<file path="config.mk">
export PLATFORM = sky130hd
export DESIGN_NAME = dot_product_sched
export DESIGN_NICKNAME = d
export VERILOG_FILES = /design/src/rtl/dot_product_sched_pkg.sv /design/src/rtl/dp_sched_lane_mux.sv /design/src/rtl/dot_product_sched.sv
export SDC_FILE = /design/constraint.sdc
export NUM_CORES = 1
export LEC_CHECK = 0
export ABC_AREA = 1
export CAP_MARGIN = 20
export CORE_ASPECT_RATIO = 2
export CORE_MARGIN = 2
export CORE_UTILIZATION = 48
export CTS_CLUSTER_SIZE = 28
export DETAILED_ROUTE_END_ITERATION = 8
export PLACE_DENSITY_LB_ADDON = 0.15
export SLEW_MARGIN = 15
export SYNTH_ARGS = -nofsm -noshare
export SYNTH_HDL_FRONTEND = slang
export SYNTH_SLANG_ARGS = --single-unit
</file>
<file path="constraint.sdc">
create_clock -name clk -period 7.01 [get_ports clk]
set_input_delay 1.7525 -clock clk [delete_from_list [all_inputs] [get_ports clk]]
set_output_delay 1.7525 -clock clk [all_outputs]
set_load 0.05 [all_outputs]
</file>
<file path="src/rtl/dot_product_sched_pkg.sv">
// Shared state encoding and size derivations for the dot-product sequencer.
package dot_product_sched_pkg;

  typedef enum logic [2:0] {
    ST_IDLE,
    ST_CLEAR,
    ST_FEED,
    ST_DRAIN,
    ST_OUT
  } state_t;

  // Floored at 1 so a single-valued counter or index still has a real bit.
  function automatic int clog2(input int v);
    int r;
    r = 1;
    while ((1 << r) < v) r++;
    return r;
  endfunction

  function automatic int beats_of(input int pixel_n, input int lanes);
    return (pixel_n + lanes - 1) / lanes;
  endfunction

  function automatic int addr_width_of(input int neuron_n, input int beats);
    return clog2(neuron_n * beats);
  endfunction

  function automatic int idx_width_of(input int neuron_n);
    return clog2(neuron_n);
  endfunction

endpackage

</file>
<file path="src/rtl/dp_sched_lane_mux.sv">
// Beat-k lane selector: lane j carries pixel k*LANES+j from the latched vector.
// Pixel and weight lanes are zeroed past PIXEL_N and whenever en is low.
module dp_sched_lane_mux
  import dot_product_sched_pkg::*;
#(
  parameter int PIXEL_N     = 10,
  parameter int PIXEL_SIZE  = 10,
  parameter int WEIGHT_SIZE = 19,
  parameter int LANES       = 1,
  parameter int BW          = 4
) (
  input  logic                          en,
  input  logic [BW-1:0]                 beat,
  input  logic [PIXEL_N*PIXEL_SIZE-1:0] px,
  input  logic [LANES*WEIGHT_SIZE-1:0]  w_rdata,
  output logic [LANES*PIXEL_SIZE-1:0]   pixels,
  output logic [LANES*WEIGHT_SIZE-1:0]  weights
);

  always_comb begin
    pixels  = '0;
    weights = '0;
    for (int j = 0; j < LANES; j++) begin
      int p;
      p = int'(beat) * LANES + j;
      if (en && (p < PIXEL_N)) begin
        pixels[j*PIXEL_SIZE +: PIXEL_SIZE]    = px[p*PIXEL_SIZE +: PIXEL_SIZE];
        weights[j*WEIGHT_SIZE +: WEIGHT_SIZE] = w_rdata[j*WEIGHT_SIZE +: WEIGHT_SIZE];
      end
    end
  end

endmodule

</file>
<file path="src/rtl/dot_product_sched.sv">
// Runs one layer on DotProductSt per neuron: clear, stream BEATS beats, drain, present result.
// Result valid 2+BEATS+DRAIN_CYCLES cycles after start/accept; out_valid holds value/index until out_ready.
module dot_product_sched
  import dot_product_sched_pkg::*;
#(
  parameter int PIXEL_N      = 10,
  parameter int PIXEL_SIZE   = 10,
  parameter int WEIGHT_SIZE  = 19,
  parameter int VAL_SIZE     = 26,
  parameter int PARALLEL     = 1,
  parameter int BUS_WIDTH    = 1,
  parameter int NEURON_N     = 4,
  parameter int DRAIN_CYCLES = 11,
  localparam int L     = PARALLEL * BUS_WIDTH,
  localparam int BEATS = beats_of(PIXEL_N, L),
  localparam int AW    = addr_width_of(NEURON_N, BEATS),
  localparam int NW    = idx_width_of(NEURON_N)
) (
  input  logic                          clk,
  input  logic                          GlobalReset,
  input  logic                          start,
  input  logic                          abort,
  input  logic [PIXEL_N*PIXEL_SIZE-1:0] px_in,
  output logic                          w_en,
  output logic [AW-1:0]                 w_addr,
  input  logic [L*WEIGHT_SIZE-1:0]      w_rdata,
  output logic                          dp_clear,
  output logic [L*PIXEL_SIZE-1:0]       dp_pixels,
  output logic [L*WEIGHT_SIZE-1:0]      dp_weights,
  input  logic [VAL_SIZE-1:0]           dp_value,
  output logic                          out_valid,
  input  logic                          out_ready,
  output logic [VAL_SIZE-1:0]           out_value,
  output logic [NW-1:0]                 out_idx,
  output logic                          busy,
  output logic                          done
);

  localparam int BW = clog2(BEATS);
  localparam int DW = clog2(DRAIN_CYCLES);
  localparam logic [NW-1:0] LAST_N = NW'(NEURON_N - 1);

  state_t                        state;
  state_t                        state_nxt;
  logic [BW-1:0]                 beat;
  logic [DW-1:0]                 drain;
  logic [NW-1:0]                 n;
  logic [PIXEL_N*PIXEL_SIZE-1:0] px_q;
  logic                          abort_q;
  logic                          feeding;
  logic                          feed_last;
  logic                          drain_last;
  logic                          accept;
  logic                          last_n;
  logic [AW-1:0]                 base_addr;

  assign feeding    = (state == ST_FEED);
  assign feed_last  = (beat == BW'(BEATS - 1));
  assign drain_last = (drain == '0);
  assign accept     = (state == ST_OUT) & out_ready;
  assign last_n     = (n == LAST_N);
  assign base_addr  = AW'(n) * AW'(BEATS);

  assign busy     = (state != ST_IDLE);
  // abort_q stretches the accumulator clear into the first IDLE cycle after a cancel.
  assign dp_clear = (state == ST_CLEAR) | abort_q;

  always_ff @(posedge clk or posedge GlobalReset) begin
    if (GlobalReset) state <= ST_IDLE;
    else             state <= state_nxt;
  end

  always_comb begin
    state_nxt = state;
    w_en      = 1'b0;
    w_addr    = '0;
    out_valid = 1'b0;
    case (state)
      ST_IDLE: if (start) state_nxt = ST_CLEAR;
      ST_CLEAR: begin
        state_nxt = ST_FEED;
        w_en      = 1'b1;
        w_addr    = base_addr;
      end
      ST_FEED: begin
        // Reads run one beat ahead of the data they feed.
        if (feed_last) begin
          state_nxt = ST_DRAIN;
        end else begin
          w_en   = 1'b1;
          w_addr = base_addr + AW'(beat) + AW'(1);
        end
      end
      ST_DRAIN: if (drain_last) state_nxt = ST_OUT;
      ST_OUT: begin
        out_valid = 1'b1;
        if (out_ready) state_nxt = last_n ? ST_IDLE : ST_CLEAR;
      end
      default: state_nxt = ST_IDLE;
    endcase
    if (abort) state_nxt = ST_IDLE;
  end

  always_ff @(posedge clk or posedge GlobalReset) begin
    if (GlobalReset) begin
      beat      <= '0;
      drain     <= '0;
      n         <= '0;
      px_q      <= '0;
      abort_q   <= 1'b0;
      out_value <= '0;
      out_idx   <= '0;
      done      <= 1'b0;
    end else begin
      abort_q <= abort;
      done    <= accept & last_n & ~abort;
      beat    <= feeding ? beat + 1'b1 : '0;

      if (feeding) begin
        drain <= DW'(DRAIN_CYCLES - 1);
      end else if ((state == ST_DRAIN) && !drain_last) begin
        drain <= drain - 1'b1;
      end

      if ((state == ST_IDLE) && start && !abort) begin
        px_q <= px_in;
        n    <= '0;
      end else if (accept && !last_n && !abort) begin
        n <= n + 1'b1;
      end

      if ((state == ST_DRAIN) && drain_last && !abort) begin
        out_value <= dp_value;
        out_idx   <= n;
      end
    end
  end

  dp_sched_lane_mux #(
    .PIXEL_N    (PIXEL_N),
    .PIXEL_SIZE (PIXEL_SIZE),
    .WEIGHT_SIZE(WEIGHT_SIZE),
    .LANES      (L),
    .BW         (BW)
  ) u_lane_mux (
    .en     (feeding),
    .beat   (beat),
    .px     (px_q),
    .w_rdata(w_rdata),
    .pixels (dp_pixels),
    .weights(dp_weights)
  );

endmodule
</file>
==> run metrics, run 1 <==
status completed; Hold Path Depth 2; CORE AREA 0.01562 mm²; Die X-Extent 93.07 µm; R2R Path Start state[1]; number of vias per cell 4.957; Place WS ~1600 ps; worst r2r dst px_q[12]; die area about 0.017 mm²; first-pass GRT wire length approximately 33000 µm; peak supply drop 0.0002693 V; worst r2r path cells 7; first drt pass iteration count 5; Worst Path Class, Setup flop to primary output; Yosys reg bits about 140; leakage power total 5.027 nW; WP data arrival 4110 ps; PnR worst setup slack 1152 ps; CTS tree done; max_cap viols 0; Hold EP out_value[1]; H-tree lvl count 4; pwr dens 389.7 mW/mm²; Final nets 1279; Hold Path Class flop to flop; adder-cell share of the synthesized area 1.577%; Initial Util 48.77%; DR DRC count 0; vias 6613; Root Driver clkbuf_16; final worst path period need 5858 ps; IO Count about 220; simple-gate portion of the synthesized area 22.85%; initial antenna violation count 0; vias in the first global route between 6000 and 7000; final core occ 66.55%; Relative slew margins 29.74%; GRT Total Usage 25.01%; diodes inserted 0; Initial DRC Count 331; routed len/inst 15.37 µm; crit end category primary output; Mapped Area around 0.0076 mm²; ranking of synthesized cells by area dfrtp_1, a21oi_2, nand2_1; compound-cell area share of the yosys netlist approximately 14%; CP max-delay cell dfrtp_2; fin crit share 83.57%; main combinational cell family by area after synthesis simple AND/OR/NAND/NOR gates; multiplexer share of the synthesized area 0%; Synth area leader dfrtp_1; post-synthesis sequential area ratio 46.99%; Reg2Reg Setup Slack 4620 ps; largest net degree at the start of global routing 115; routed wire length 20500 µm; Synth Instances 928; Syn. warnings 0; Syn Nets 1087; fill count 1349; top cell type's share of synthesized area 46.99%; crit-path max FO 57; Slew @ Worst Pin 1054 ps; Final Non-Filler Cells roughly 1300; Worst Setup Start Kind flop; post-route ant nets 0; DP HPWL 14450 µm; critical path, cell by cell inv_2, fa_1, o21ai_0, a21oi_1, o211ai_1, clkdlybuf4s50_1; DIE HEIGHT 182.1 µm; postcts setup bufs 0; Required @ worst endpoint between 5000 and 6000 ps; Hold Buf Count CTS 0; Core Rows 65; Final TNS setup 0 ps; hold_sp out_value[1]; Placer Congestion approximately 0.84; CTS Buf Count 17; Slew Limit Fails 0; Avg Cell Area, Syn 8.207 µm²; CTS resizes 0; clock sink total 143; placed cells 1300; Yosys cell types 33; Area Growth Syn to Fin 36.46%; GRT Residual Overflow 0; max incr delay on CP 1040 ps; Setup Skew roughly 5.4 ps; IO Port Bufs 217; Synth Area in XOR/XNOR less than 1%; clock slew seen by the registers of the worst setup and hold paths 60 ps; setup violators final 0; Clock Latency Late Sink between 400 and 500 ps; Fin. Hold Viols 0; Clock Tree Buf Depth 2; fmax about 0.17 GHz; layout cells sized above 1 13.77%; RSZ-0062 raised after global routing no
==> critical path, delay by kind of cell (launching register included) <==
kind,cells,cell delay [ps]
AOI/OAI and AO/OA,3,460
DFF,1,1040
adders and majority gates,1,650
buffers and inverters,2,1510
==> layout make-up <==
type	count	area (µm²)	share of cell area (%)
Clock inverter	10	181.4	1.746
Clock buffer	22	484.2	4.659
Multi-Input combinational cell	565	2990	28.77
Sequential cell	143	3580	34.44
Timing Repair Buffer	223	2262	21.77
Inverter	170	643.1	6.188
Tap cell	201	251.5	2.420
==> cells by family after synthesis <==
kind of cell / count (synthesis)
fa+ha+maj: 9
compound gates: 159
flops: 143
buf+inv: 220
simple gates: 394
xor+xnor: 3
==> cell usage after synthesis <==
master      n
ha_1        8
nand2_1   185
buf_1       1
a21oi_1    15
o22ai_1     2
nand3_2     1
o21ai_0    42
nand2_2     3
dfrtp_1   143
a21oi_2    80
nor3_1      6
buf_12      1
nor2_2     11
nand3_1    81
nand3b_1    1
buf_6      24
buf_4       1
nor2_1     91
o31ai_1     1
nor3_2      1
fa_1        1
xor2_1      1
buf_2      17
xnor2_1     2
o211ai_1    1
inv_2       8
o21ai_1    18
nand3_4     1
clkbuf_1    6
or2_2       1
inv_1     162
nor2_4     11
nand4_1     1
==> how the worst max path moves through the flow <==
stage | slack (ps) | cells after the start | startpoint | end
after floorplan | 1420 | 1 | GlobalReset | abort_q
after global placement | 1710 | 6 | beat[0] | w_addr[4]
after global routing | 860 | 6 | beat[0] | w_addr[4]
after CTS | 1150 | 6 | beat[0] | w_addr[4]
after detailed placement | 1650 | 6 | beat[0] | w_addr[4]
final | 1150 | 6 | beat[0] | w_addr[4]
==> layer usage <==
metal | routed length [µm] | share of wire (%) | global-route usage, %
met3 | 1113 | 5.4 | 5.244
met4 | 636 | 3.1 | 9.706
met2 | 10860 | 53 | 45.54
met1 | 7894 | 39 | 28.06
met5 | 0 | 0 | 0
==> state kept, by name (all words and copies together), names as in the netlist <==
name       cells
px_q         100
out_value     26
beat           4
drain          4
state          3
n              2
out_idx        2
abort_q        1
done           1
==> report_power, final <==
part,switching [W],internal [W]
Combinational,0.00110,0.000603
Sequential,0.000175,0.00115
Clock,0.000349,0.000668
Total,0.00163,0.00242
==> cell usage in the layout, fill, tap and decap left out, drive strengths merged, types with 6 or more instances in the layout <==
| cell type | count |
|---|---|
| nor2 | 113 |
| clkbuf | 22 |
| buf | 6 |
| clkdlybuf4s50 | 217 |
| nor3 | 7 |
| a21oi | 95 |
| inv | 170 |
| o21ai | 60 |
| ha | 8 |
| nand3 | 83 |
| dfrtp | 143 |
| nand2 | 188 |
==> per-stage QoR <==
step	instance area, µm²	power (W)	hold WS (ps)
after floorplan	7616	0.002557	453.4
after global placement	9679	0.002982	467.5
after detailed placement	9679	0.003028	472.0
after CTS	10340	0.004064	486.5
after global routing	10390	0.004305	512.9
final	10390	0.004050	486.3
(Power assumes the default switching activity.)
==> inputs of run 2 (changes only) <==
==> constraint.sdc (replaced) <==
create_clock -name clk -period 5.4 [get_ports clk]
set_input_delay 1.35 -clock clk [delete_from_list [all_inputs] [get_ports clk]]
set_output_delay 1.35 -clock clk [all_outputs]
set_load 0.05 [all_outputs]
==> run metrics, run 2 (same netlist as run 1, synthesis figures left out) <==
Clock Latency Late Sink 420 ps (was 430 ps); post-route cell area 0.01035 mm² (was 0.01039 mm²); clock slew seen by the registers of the worst setup and hold paths 60 ps (about the same); routed wire length 20540 µm (was 20500 µm); Setup Skew 7.826 ps (was 5.420 ps); routed len/inst 15.34 µm (was 15.37 µm); leakage power total 5.013 nW (was 5.027 nW); clock sink total 143 (unchanged); Root Driver clkbuf_16 (unchanged); number of vias per cell 4.903 (was 4.957); Seq pwr share 32.9% (was 32.8%); Clock Tree Buf Depth 2 (unchanged); crit-path max FO 28 (was 57); CORE AREA 0.01562 mm² (unchanged); Slew @ Worst Pin 963.9 ps (was 1054 ps); first drt pass iteration count 5 (unchanged); DR DRC count 0 (unchanged); DIE HEIGHT 182.1 µm (unchanged); Worst Setup Start Kind flop (unchanged); CTS tree done (unchanged); pwr dens 497.1 mW/mm² (was 389.7 mW/mm²); Clock power frac 23.3% (was 25.1%); fin crit share 85.87%; IO Port Bufs 217 (unchanged); Final TNS setup 0 ps (unchanged); Initial Util 48.77% (unchanged); final worst path period need around 4600 ps; Hold Buf Count CTS 0 (unchanged); IO Count 218 (unchanged); H-tree lvl count 4 (unchanged); Int Power 0.003024 W (was 0.002424 W); CTS Buf Count 17 (unchanged); diodes inserted 0 (unchanged); die area 0.01695 mm² (unchanged); Relative slew margins 35.74% (was 29.74%); Pwr Total 0.005145 W (was 0.004050 W); fmax 0.2157 GHz; crit end category primary output (unchanged); Largest regs px_q x100, out_value x26 (unchanged); CTS resizes 0 (unchanged); commonest non-fill, non-tap cell in the layout clkdlybuf4s50_1 (unchanged); layout cells sized above 1 14.24% (was 13.77%); Final nets 1284 (was 1279); Required @ worst endpoint 4050 ps (was 5260 ps); Fin. Hold Viols 0 (unchanged); NetSw 0.002121 W (was 0.001626 W); Area Growth Syn to Fin 35.88% (was 36.46%); max reg flops 100 (unchanged); Gate power share 43.7% (was 42.1%); Placer Congestion 0.8950 (was 0.8366); Initial DRC Count 394 (was 331); peak supply drop 0.0002846 V (was 0.0002693 V); Core Rows 65 (unchanged); first-pass GRT wire length 32700 µm (was 32960 µm); post-route ant nets 0 (unchanged); RSZ-0062 raised after global routing no (unchanged); largest net degree at the start of global routing 107 (was 115); vias in the first global route 6646 (was 6816); Slew Limit Fails 0 (unchanged); WP data arrival 3290 ps (was 4110 ps); initial antenna violation count 0 (unchanged); GRT Residual Overflow 0 (unchanged); Die X-Extent 93.07 µm (unchanged); Reg2Reg Setup Slack 3180 ps (was 4620 ps); setup violators final 0 (unchanged); vias 6565 (was 6613); commonest non-fill, non-tap cells in the layout clkdlybuf4s50_1, nand2_1, inv_1 (unchanged); Worst Path Class, Setup flop to primary output (unchanged); dpl cell area 0.009724 mm² (was 0.009679 mm²); GRT Total Usage 24.79% (was 25.01%); switch share 41.22% (was 40.16%); max_cap viols 0 (unchanged); status completed (unchanged); Most flops, register px_q (unchanged); postcts setup bufs 0 (unchanged); DP HPWL 14980 µm (was 14450 µm); Hold Path Class flop to flop (unchanged)
==> run 2: cell count changes in the layout (fill, tap and decap cells not counted) <==
cell        before  now
buf_4            3    9
bufinv_16        5    3
clkbuf_8         4    1
inv_6            1    2
buf_16           1    0
clkinv_2         3    5
clkinv_4         1    3
clkinvlp_4       1    2
clkbuf_1         1    0
==> run 2: metrics by stage <==
step / util (%) / setup WS, ps / cells / hold slack [ps]
finish: 66.27 / 762.9 / 1339 / 482.5
global route: 66.27 / 587.9 / 1339 / 507.0
CTS: 66.15 / 739.4 / 1338 / 487.4
detailed placement: 62.28 / 1192 / 1306 / 472.6
global placement: 62.28 / 1217 / 1306 / 468.2
floorplan: - / 212.1 / 928 / 453.4
==> run 2: worst paths after layout <==
check / from / end / cells after the start
max in group asynchronous: GlobalReset / px_q[30] / 3
max reg2reg: state[1] / px_q[36] / 7
min in group asynchronous: GlobalReset / out_value[13] / 2
max: beat[0] / w_addr[4] / 6
min: out_value[15] / out_value[15] / 2
min reg2reg: out_value[15] / out_value[15] / 2
==> run 2: power by group through the flow <==
stage / Combinational [W] / Clock, W / Sequential, W
floorplan: 0.00149 / 0 / 0.00183
global placement: 0.00221 / 0 / 0.00169
detailed placement: 0.00225 / 0 / 0.00171
CTS: 0.00227 / 0.00122 / 0.00169
global route: 0.00247 / 0.00126 / 0.00173
finish: 0.00225 / 0.00120 / 0.00170
==> run 2: cell type report <==
cell class                 instances  area, µm²
inverter                         170      643.1
fill                            1338       5266
sequential                       143       3580
clock inverter                    14      165.2
timing repair buffer             228       2280
multi-input combinational        565       2990
clock buffer                      18      439.2
tap                              201      251.5
==> run 2: layer usage <==
metal | part of all wire [%] | global-route usage [%] | wire [µm]
met5 | 0 | 0 | 0
met4 | 3.1 | 9.353 | 631
met3 | 6.1 | 5.078 | 1255
met2 | 53 | 45.04 | 10830
met1 | 38 | 28.10 | 7822
==> run 2: worst max-delay path, stage by stage (launching register included) <==
cell	delay (ps)
dfrtp_2	700
inv_2	320
fa_1	520
o21ai_0	180
a21oi_1	100
o211ai_1	170
clkdlybuf4s50_1	870
